<file path="config.mk">
export PLATFORM = sky130hd
export DESIGN_NAME = jtframe_ps2_host_tx
export DESIGN_NICKNAME = d
export VERILOG_FILES = /design/src/rtl/jtframe_ps2_host_tx.sv
export SDC_FILE = /design/constraint.sdc
export NUM_CORES = 1
export LEC_CHECK = 0
export ABC_AREA = 1
export CELL_PAD_IN_SITES_DETAIL_PLACEMENT = 1
export CELL_PAD_IN_SITES_GLOBAL_PLACEMENT = 2
export CORE_MARGIN = 4
export CORE_UTILIZATION = 34
export CTS_CLUSTER_SIZE = 24
export DETAILED_ROUTE_END_ITERATION = 16
export HOLD_SLACK_MARGIN = 0.12
export PLACE_DENSITY = 0.82
export SYNTH_ARGS = -nofsm -noshare
export SYNTH_HDL_FRONTEND = slang
export SYNTH_SLANG_ARGS = --single-unit
</file>
<file path="constraint.sdc">
create_clock -name clk -period 2 [get_ports clk]
set_input_delay 0.3 -clock clk [delete_from_list [all_inputs] [get_ports clk]]
set_output_delay 0.3 -clock clk [all_outputs]
set_load 0.05 [all_outputs]
</file>
<file path="src/rtl/jtframe_ps2_host_tx.sv">
// jtframe_ps2_host_tx: host-to-device PS/2 command transmitter with request-to-send, ACK check and timeout
module jtframe_ps2_host_tx #(
    parameter int CLK_KHZ    = 48000,
    parameter int INHIBIT_US = 100,
    parameter int TIMEOUT_MS = 15
) (
    input  logic       clk,
    input  logic       rst_n,
    input  logic [7:0] tx_data,
    input  logic       tx_start,
    output logic       busy,
    output logic       done,
    output logic       error,
    input  logic       ps2_clk_i,
    input  logic       ps2_data_i,
    output logic       ps2_clk_oe,
    output logic       ps2_data_oe
);
    localparam int INH = INHIBIT_US * CLK_KHZ / 1000;
    localparam int TO  = TIMEOUT_MS * CLK_KHZ;
    localparam int CW  = $clog2(TO + 1);
    localparam logic [CW-1:0] INH_LAST = CW'(INH - 1);
    localparam logic [CW-1:0] TO_LAST  = CW'(TO - 1);

    typedef enum logic [2:0] {IDLE, INHIBIT, RTS, SHIFT, ACK, WAIT_IDLE, DONE, ERR} state_t;

    state_t        state;
    logic [1:0]    clk_q, data_q;
    logic          clk_last;
    logic [9:0]    frame;
    logic [3:0]    bit_cnt;
    logic [CW-1:0] cnt;
    logic          fall, timed;

    assign fall  = clk_last & ~clk_q[1];
    assign timed = state inside {RTS, SHIFT, ACK, WAIT_IDLE};

    // synchronise the open-collector lines; idle level is high so reset to 1 avoids a false fall
    always_ff @(posedge clk or negedge rst_n) begin
        if (!rst_n) begin
            clk_q    <= 2'b11;
            data_q   <= 2'b11;
            clk_last <= 1'b1;
        end else begin
            clk_q    <= {clk_q[0], ps2_clk_i};
            data_q   <= {data_q[0], ps2_data_i};
            clk_last <= clk_q[1];
        end
    end

    // inhibit, request-to-send, shift on device clock falls, ACK check and timeout abort
    always_ff @(posedge clk or negedge rst_n) begin
        if (!rst_n) begin
            state       <= IDLE;
            frame       <= '0;
            bit_cnt     <= '0;
            cnt         <= '0;
            busy        <= 1'b0;
            done        <= 1'b0;
            error       <= 1'b0;
            ps2_clk_oe  <= 1'b0;
            ps2_data_oe <= 1'b0;
        end else begin
            done  <= 1'b0;
            error <= 1'b0;
            if (timed && cnt == TO_LAST) begin
                state       <= ERR;
                error       <= 1'b1;
                busy        <= 1'b0;
                ps2_clk_oe  <= 1'b0;
                ps2_data_oe <= 1'b0;
            end else begin
                if (timed) cnt <= cnt + 1'b1;
                case (state)
                    IDLE: if (tx_start) begin
                        frame      <= {1'b1, ~^tx_data, tx_data};
                        cnt        <= '0;
                        busy       <= 1'b1;
                        ps2_clk_oe <= 1'b1;
                        state      <= INHIBIT;
                    end
                    INHIBIT: if (cnt == INH_LAST) begin
                        cnt         <= '0;
                        bit_cnt     <= '0;
                        ps2_clk_oe  <= 1'b0;
                        ps2_data_oe <= 1'b1;
                        state       <= RTS;
                    end else cnt <= cnt + 1'b1;
                    RTS: if (fall) begin
                        ps2_data_oe <= ~frame[0];
                        frame       <= frame >> 1;
                        bit_cnt     <= 4'd1;
                        state       <= SHIFT;
                    end
                    SHIFT: if (fall) begin
                        if (bit_cnt == 4'd10) state <= ACK;
                        else begin
                            ps2_data_oe <= ~frame[0];
                            frame       <= frame >> 1;
                            bit_cnt     <= bit_cnt + 4'd1;
                        end
                    end
                    ACK: if (fall) begin
                        if (data_q[1]) begin
                            state       <= ERR;
                            error       <= 1'b1;
                            busy        <= 1'b0;
                            ps2_clk_oe  <= 1'b0;
                            ps2_data_oe <= 1'b0;
                        end else state <= WAIT_IDLE;
                    end
                    WAIT_IDLE: if (clk_q[1] && data_q[1]) begin
                        state <= DONE;
                        done  <= 1'b1;
                        busy  <= 1'b0;
                    end
                    default: state <= IDLE;
                endcase
            end
        end
    end
endmodule
</file>
; ---- Word level (Yosys, flattened, before mapping)
; Cells that the tools add are included.
[word_totals]
regBits = 47
inputBits = 13
output_inout_bits = 5
word_cells = 102
[op_classes]
n_addsub = 2
n_eq_ne = 22
muxes = 46
bitwise = 4
n_reduce_logical = 16
[ops]
columns = op, n
row1 = $mux W20, 3
row2 = $mux W10, 4
row3 = $pmux W20 S2, 1
row4 = $pmux W10 S3, 1
row5 = $mux W3, 8
row6 = $add A20 B1 Y20 const B, 1
row7 = $eq A20 B13 Y1 const B, 1
row8 = $eq A20 B20 Y1 const B, 1
row9 = $mux W1, 19
row10 = $pmux W3 S6, 1
row11 = $mux W4, 4
row12 = $reduce_and A7 Y1, 2
row13 = $ne A3 B2 Y1 const B, 4
row14 = $pmux W4 S3, 1
row15 = $reduce_and A6 Y1, 2
row16 = $reduce_bool A4 Y1, 3
row17 = $ne A2 B2 Y1 const B, 5
row18 = $reduce_and A5 Y1, 2
row19 = $ne A3 B3 Y1 const B, 3
row20 = $reduce_xnor A8 Y1, 1
row21 = $eq A3 B2 Y1 const B, 2
row22 = $eq A3 B3 Y1 const B, 2
row23 = $ne A3 B1 Y1 const B, 2
row24 = $pmux W1 S3, 2
row25 = other kinds (11), 15

; ---- Longest topological paths before layout
[logic_depth]
ltp_word = 5
mapped_depth = 13
ltp_nobuf = 12

; ---- Worst setup path after synthesis
; OpenSTA, ideal clock, no wires.
[synth_timing]
kind = register to register
from = register cnt[0]
to = register cnt[0]
setup_time_ps = 125
t_arrival_ps = 1558
required_time_ps = 1875
setup_slack_ps = 317
path_stages_with_launch = 11
n_path_buf = 1
period_less_slack_ps = 1683
cell_sequence = dfrtp_1 -> ha_1 -> nand3_2 -> inv_2 -> nand2_1 -> nor2_1 -> nand2_1 -> nand2_2 -> nand2_1 -> buf_4 -> mux2_2
[synth_via]
elab_chain_cells = 4
word_cells_on_any_way = 8
cone_classes = add/sub (1) / eq/ne (2) / mux (4) / reduce/logical (1)
[synth_lines]
columns = item, line
row1 = start: declaration, 32  ; logic [CW-1:0] cnt;
row2 = start signal: assignment, 73  ; if (timed) cnt <= cnt + 1'b1;
row3 = start signal: assignment, 88  ; end else cnt <= cnt + 1'b1;
row4 = $add A20 B1 Y20, "73, 88"
row5 = $mux W20, 73
row6 = $mux W20, 75  ; IDLE: if (tx_start) begin
row7 = $pmux W20 S2, 74  ; case (state)
; Several ways; a longest one is shown, not always the timed one.
; A chain may end at the register's enable or synchronous reset.

; ---- Worst setup path after layout
[layout_timing]
from = register cnt[0]
to = register bit_cnt[1]
[layout_via]
elab_chain_cells = 4
word_cells_on_any_way = 6
cone_classes = eq/ne (3) / bitwise (1) / reduce/logical (2)
[layout_lines]
columns = item, line
row1 = branches (longest 3 deep; another with $eq A20 B13 Y1), -
row2 = $reduce_and A6 Y1 (no line) *, -
row3 = end signal: assignment, 100  ; bit_cnt <= bit_cnt + 4'd1;
row4 = end: declaration, 31  ; logic [3:0] bit_cnt;
; Mark *: on every way between the ends.

==> flow_metrics.py <==
metrics = {
    "sta": {
        "fmax_mhz": 543.0,
        "fin_skew_ns": 0.006309,
        "slew_violations": 0,
        "rsz0062_at_grt": "false",
        "worst_pin_slew_ns": 0.5233,
        "relSlewSlack_pct": 65.11,
        "finalSetupTns_ns": 0,
        "hold_viol": 0,
        "fin_crit_sh_pct": 92.08,
        "fin_crit_ns": 1.842,
        "finalSetupViolCount": 0,
    },
    "global_route": {
        "first_global_vias": 2910,
        "antenna_found_initial": 0,
        "gr-usage-all-layers_pct": 17.65,
        "grt_overflow": 0,
        "grt_first_pass_wirelength_um": 14640,
        "grt_max_degree": 28,
    },
    "pwr": {
        "power.leakage_uw": 0.001712,
        "ir_worst_vdd_uv": 549.8,
        "pwr-share-seq_pct": 32.0,
        "clkPwrFrac_pct": 15.8,
        "swShare_pct": 48.17,
        "p_per_area_mw_per_mm2": 1310,
        "combPwrFrac_pct": 52.2,
        "p_int_uw": 2454,
        "p_switching_uw": 2280,
    },
    "drt": {
        "detailedRoute.firstIterationViolations": 106,
        "vias": 2876,
        "wl_met1_um": 4236,
        "avgViaCountPerCell": 5.019,
        "ant_nets": 0,
        "wl_um": 8657,
        "top_layer": "met4",
        "met3_length_um": 285,
        "wl_per_cell_um": 15.11,
        "first_pass_iters": 4,
        "drc": 0,
        "met2WireLength_um": 4048,
    },
    "min_path": {
        "whs_endpoint": "clk_q[1]",
        "hp-class": "reg2reg",
        "whs_path_depth": 0,
        "hold_start": "clk_q[0]",
    },
    "finish": {
        "n_antenna_cell": 0,
        "drive_above_1_share_pct": 15.05,
        "ff_latch_area_mm2": 0.001184,
        "synthToLayoutAreaGrowth_pct": 18.69,
        "layout_commonest_cell": "nand2_1",
        "n_fill_cell": 1126,
        "layout_common_cells": "nand2_1 (120), inv_1 (56), dfrtp_1 (41)",
        "design_area_mm2": 0.003615,
        "multiInputGateArea_mm2": 0.001635,
        "final_core_util_pct": 41.45,
        "layout.nets": 480,
    },
    "setup_path": {
        "r2r_slack_ns": 0.16,
        "reg2reg_to": "bit_cnt[1]",
        "cp.required_ns": 2.20,
        "r2r_cells": 13,
        "crit_path_start_kind": "flip-flop",
        "rr_startpoint": "cnt[0]",
        "critPathLaunch": "cnt[0]",
        "end_kind": "flip-flop",
        "cp_max_fo": 8,
        "critical_path_arrival_ns": 2.05,
        "critPathKind": "reg2reg",
    },
    "floorplan": {
        "rows": 34,
        "fp.dieW_um": 102.6,
        "die_h_um": 102.6,
        "io_pins": 18,
        "die_area_mm2": 0.01054,
        "core_area_mm2": 0.008721,
        "start_util_pct": 34.92,
    },
    "synth": {
        "syn_area_mm2": 0.003045,
        "synth_nets": 443,
        "synthCells": 427,
        "yosysTopAreaCell": "dfrtp_1",
        "synth_top_area_share_pct": 34.51,
        "synth-seq-cells": 47,
        "syn_area_per_cell_um2": 7.132,
        "synth_cell_types": 37,
        "synth-seq-area-share_pct": 38.82,
        "synth_area_leaders": "dfrtp_1 (35%), nand2_1 (15%), inv_1 (7.0%), nand3_1 (6.6%), nor2_1 (4.8%)",
        "yosysWarnings": 0,
    },
    "job": {
        "max_cap_violations": 0,
    },
    "clocking": {
        "clock_sinks": 47,
        "htree_num_levels": 2,
        "clk_latency_ns": 0.31,
        "tritoncts": "done",
        "cts_root_buf": "clkbuf_8",
        "clk_pin_slew_ns": 0.10,
        "cts_buffer_depth": 2,
        "numCtsBuffers": 5,
    },
    "placed_design": {
        "hpwl_um": 6868,
        "portBuffers": 17,
        "place_area_mm2": 0.003430,
        "place_congestion": 0.8218,
    },
    "outcome": {
        "status": "completed",
    },
}
registers in the layout (all words and copies together) (netlist names):
name and flops:
cnt 20, frame 10, bit_cnt 4, state 3, clk_q 2, data_q 2, busy 1, clk_last 1
done 1, error 1, ps2_clk_oe 1, ps2_data_oe 1
cell type report:
type / count / share of cell area (%)
Multi-Input combinational cell: 314 / 45.24
Timing Repair Buffer: 35 / 8.723
Tap cell: 108 / 3.738
Clock buffer: 5 / 1.904
Sequential cell: 47 / 32.74
Clock inverter: 3 / 1.315
Inverter: 61 / 6.334
Yosys cell counts:
library cell,number
a211oi_1,1
a21boi_0,1
a21oi_1,8
buf_12,1
buf_2,2
buf_4,1
clkbuf_1,1
dfrtp_1,42
dfstp_2,5
ha_1,3
inv_1,57
inv_2,4
mux2_2,1
nand2_1,122
nand2_2,4
nand2_4,1
nand3_1,40
nand3_2,1
nand3_4,2
nand3b_1,4
nand4_1,15
nor2_1,39
nor2_2,1
nor2_4,3
nor2_8,1
nor3_1,11
nor4_1,1
o211ai_2,1
o21a_1,1
o21ai_0,25
o21ai_1,5
o21ai_2,7
o21ba_2,1
o22ai_1,3
or2_2,3
xnor2_1,3
xor2_1,6
layer usage:
metal / track usage [%] / vias up
met3: 1.894 / 9
met2: 28.95 / 48
li1: - / 1454
met1: 25.04 / 1365
met5: 0 / -
met4: 4.137 / 0
logic make-up (layout without fill, tap and decap cells):
logic type / Yosys count / after routing / share of synthesized area, %
and+or+nand+nor: 248 / 248 / 37.76
buffers and inverters: 66 / 104 / 8.874
AOI/OAI and AO/OA: 53 / 53 / 10.35
DFF: 47 / 47 / 38.83
xor gates and xnor gates: 9 / 9 / 2.588
adders and majority gates: 3 / 3 / 1.233
muxes: 1 / 1 / 0.3697
metrics by stage:
step	setup slack (ns)	instances	hold slack (ns)	total power (µW)
floorplan	0.3169	427	0.004409	3259
global route	0.009777	573	0.3741	5182
CTS	0.01650	571	0.3631	4711
global placement	0.1386	562	0.3069	3843
detailed placement	0.02668	562	0.3063	3931
finish	0.1585	573	0.3610	4734
critical path, cell delays in order (launching register included):
cell and delay (ns):
dfrtp_1 0.42, ha_4 0.18, nand3_4 0.12, inv_2 0.11, nand2_1 0.08, nor2_1 0.10, nand2_1 0.07, nand2_2 0.08
buf_4 0.15, inv_1 0.04, nor2_1 0.10, nand2_2 0.13, nand2_1 0.10, o21ai_1 0.06
power groups by stage:
stage / logic (µW) / clock network, µW / registers [µW]
after floorplan: 1730 / 0 / 1530
after global placement: 2350 / 0 / 1500
after detailed placement: 2420 / 0 / 1510
after CTS: 2430 / 783 / 1500
after global routing: 2800 / 816 / 1560
final: 2470 / 750 / 1510
worst max path at each step:
| stage | to | slack, ns | cells after the start |
|---|---|---|---|
| finish | bit_cnt[1] | 0.16 | 13 |
| global route | bit_cnt[1] | 0.01 | 13 |
| CTS | cnt[0] | 0.02 | 9 |
| detailed placement | cnt[0] | 0.03 | 9 |
| global placement | cnt[0] | 0.14 | 9 |
| floorplan | cnt[0] | 0.32 | 10 |
what timing repair did:
| item | CTS | global route |
|---|---|---|
| buffers inserted | 0 | 2 |
| hold buffers | 1 | 0 |
| endpoints found under the setup margin | 0 | 24 |
| resized for setup | 0 | 12 |
| endpoints found under the hold margin | 15 | 0 |
No activity file was read; power rests on OpenSTA's default activity.
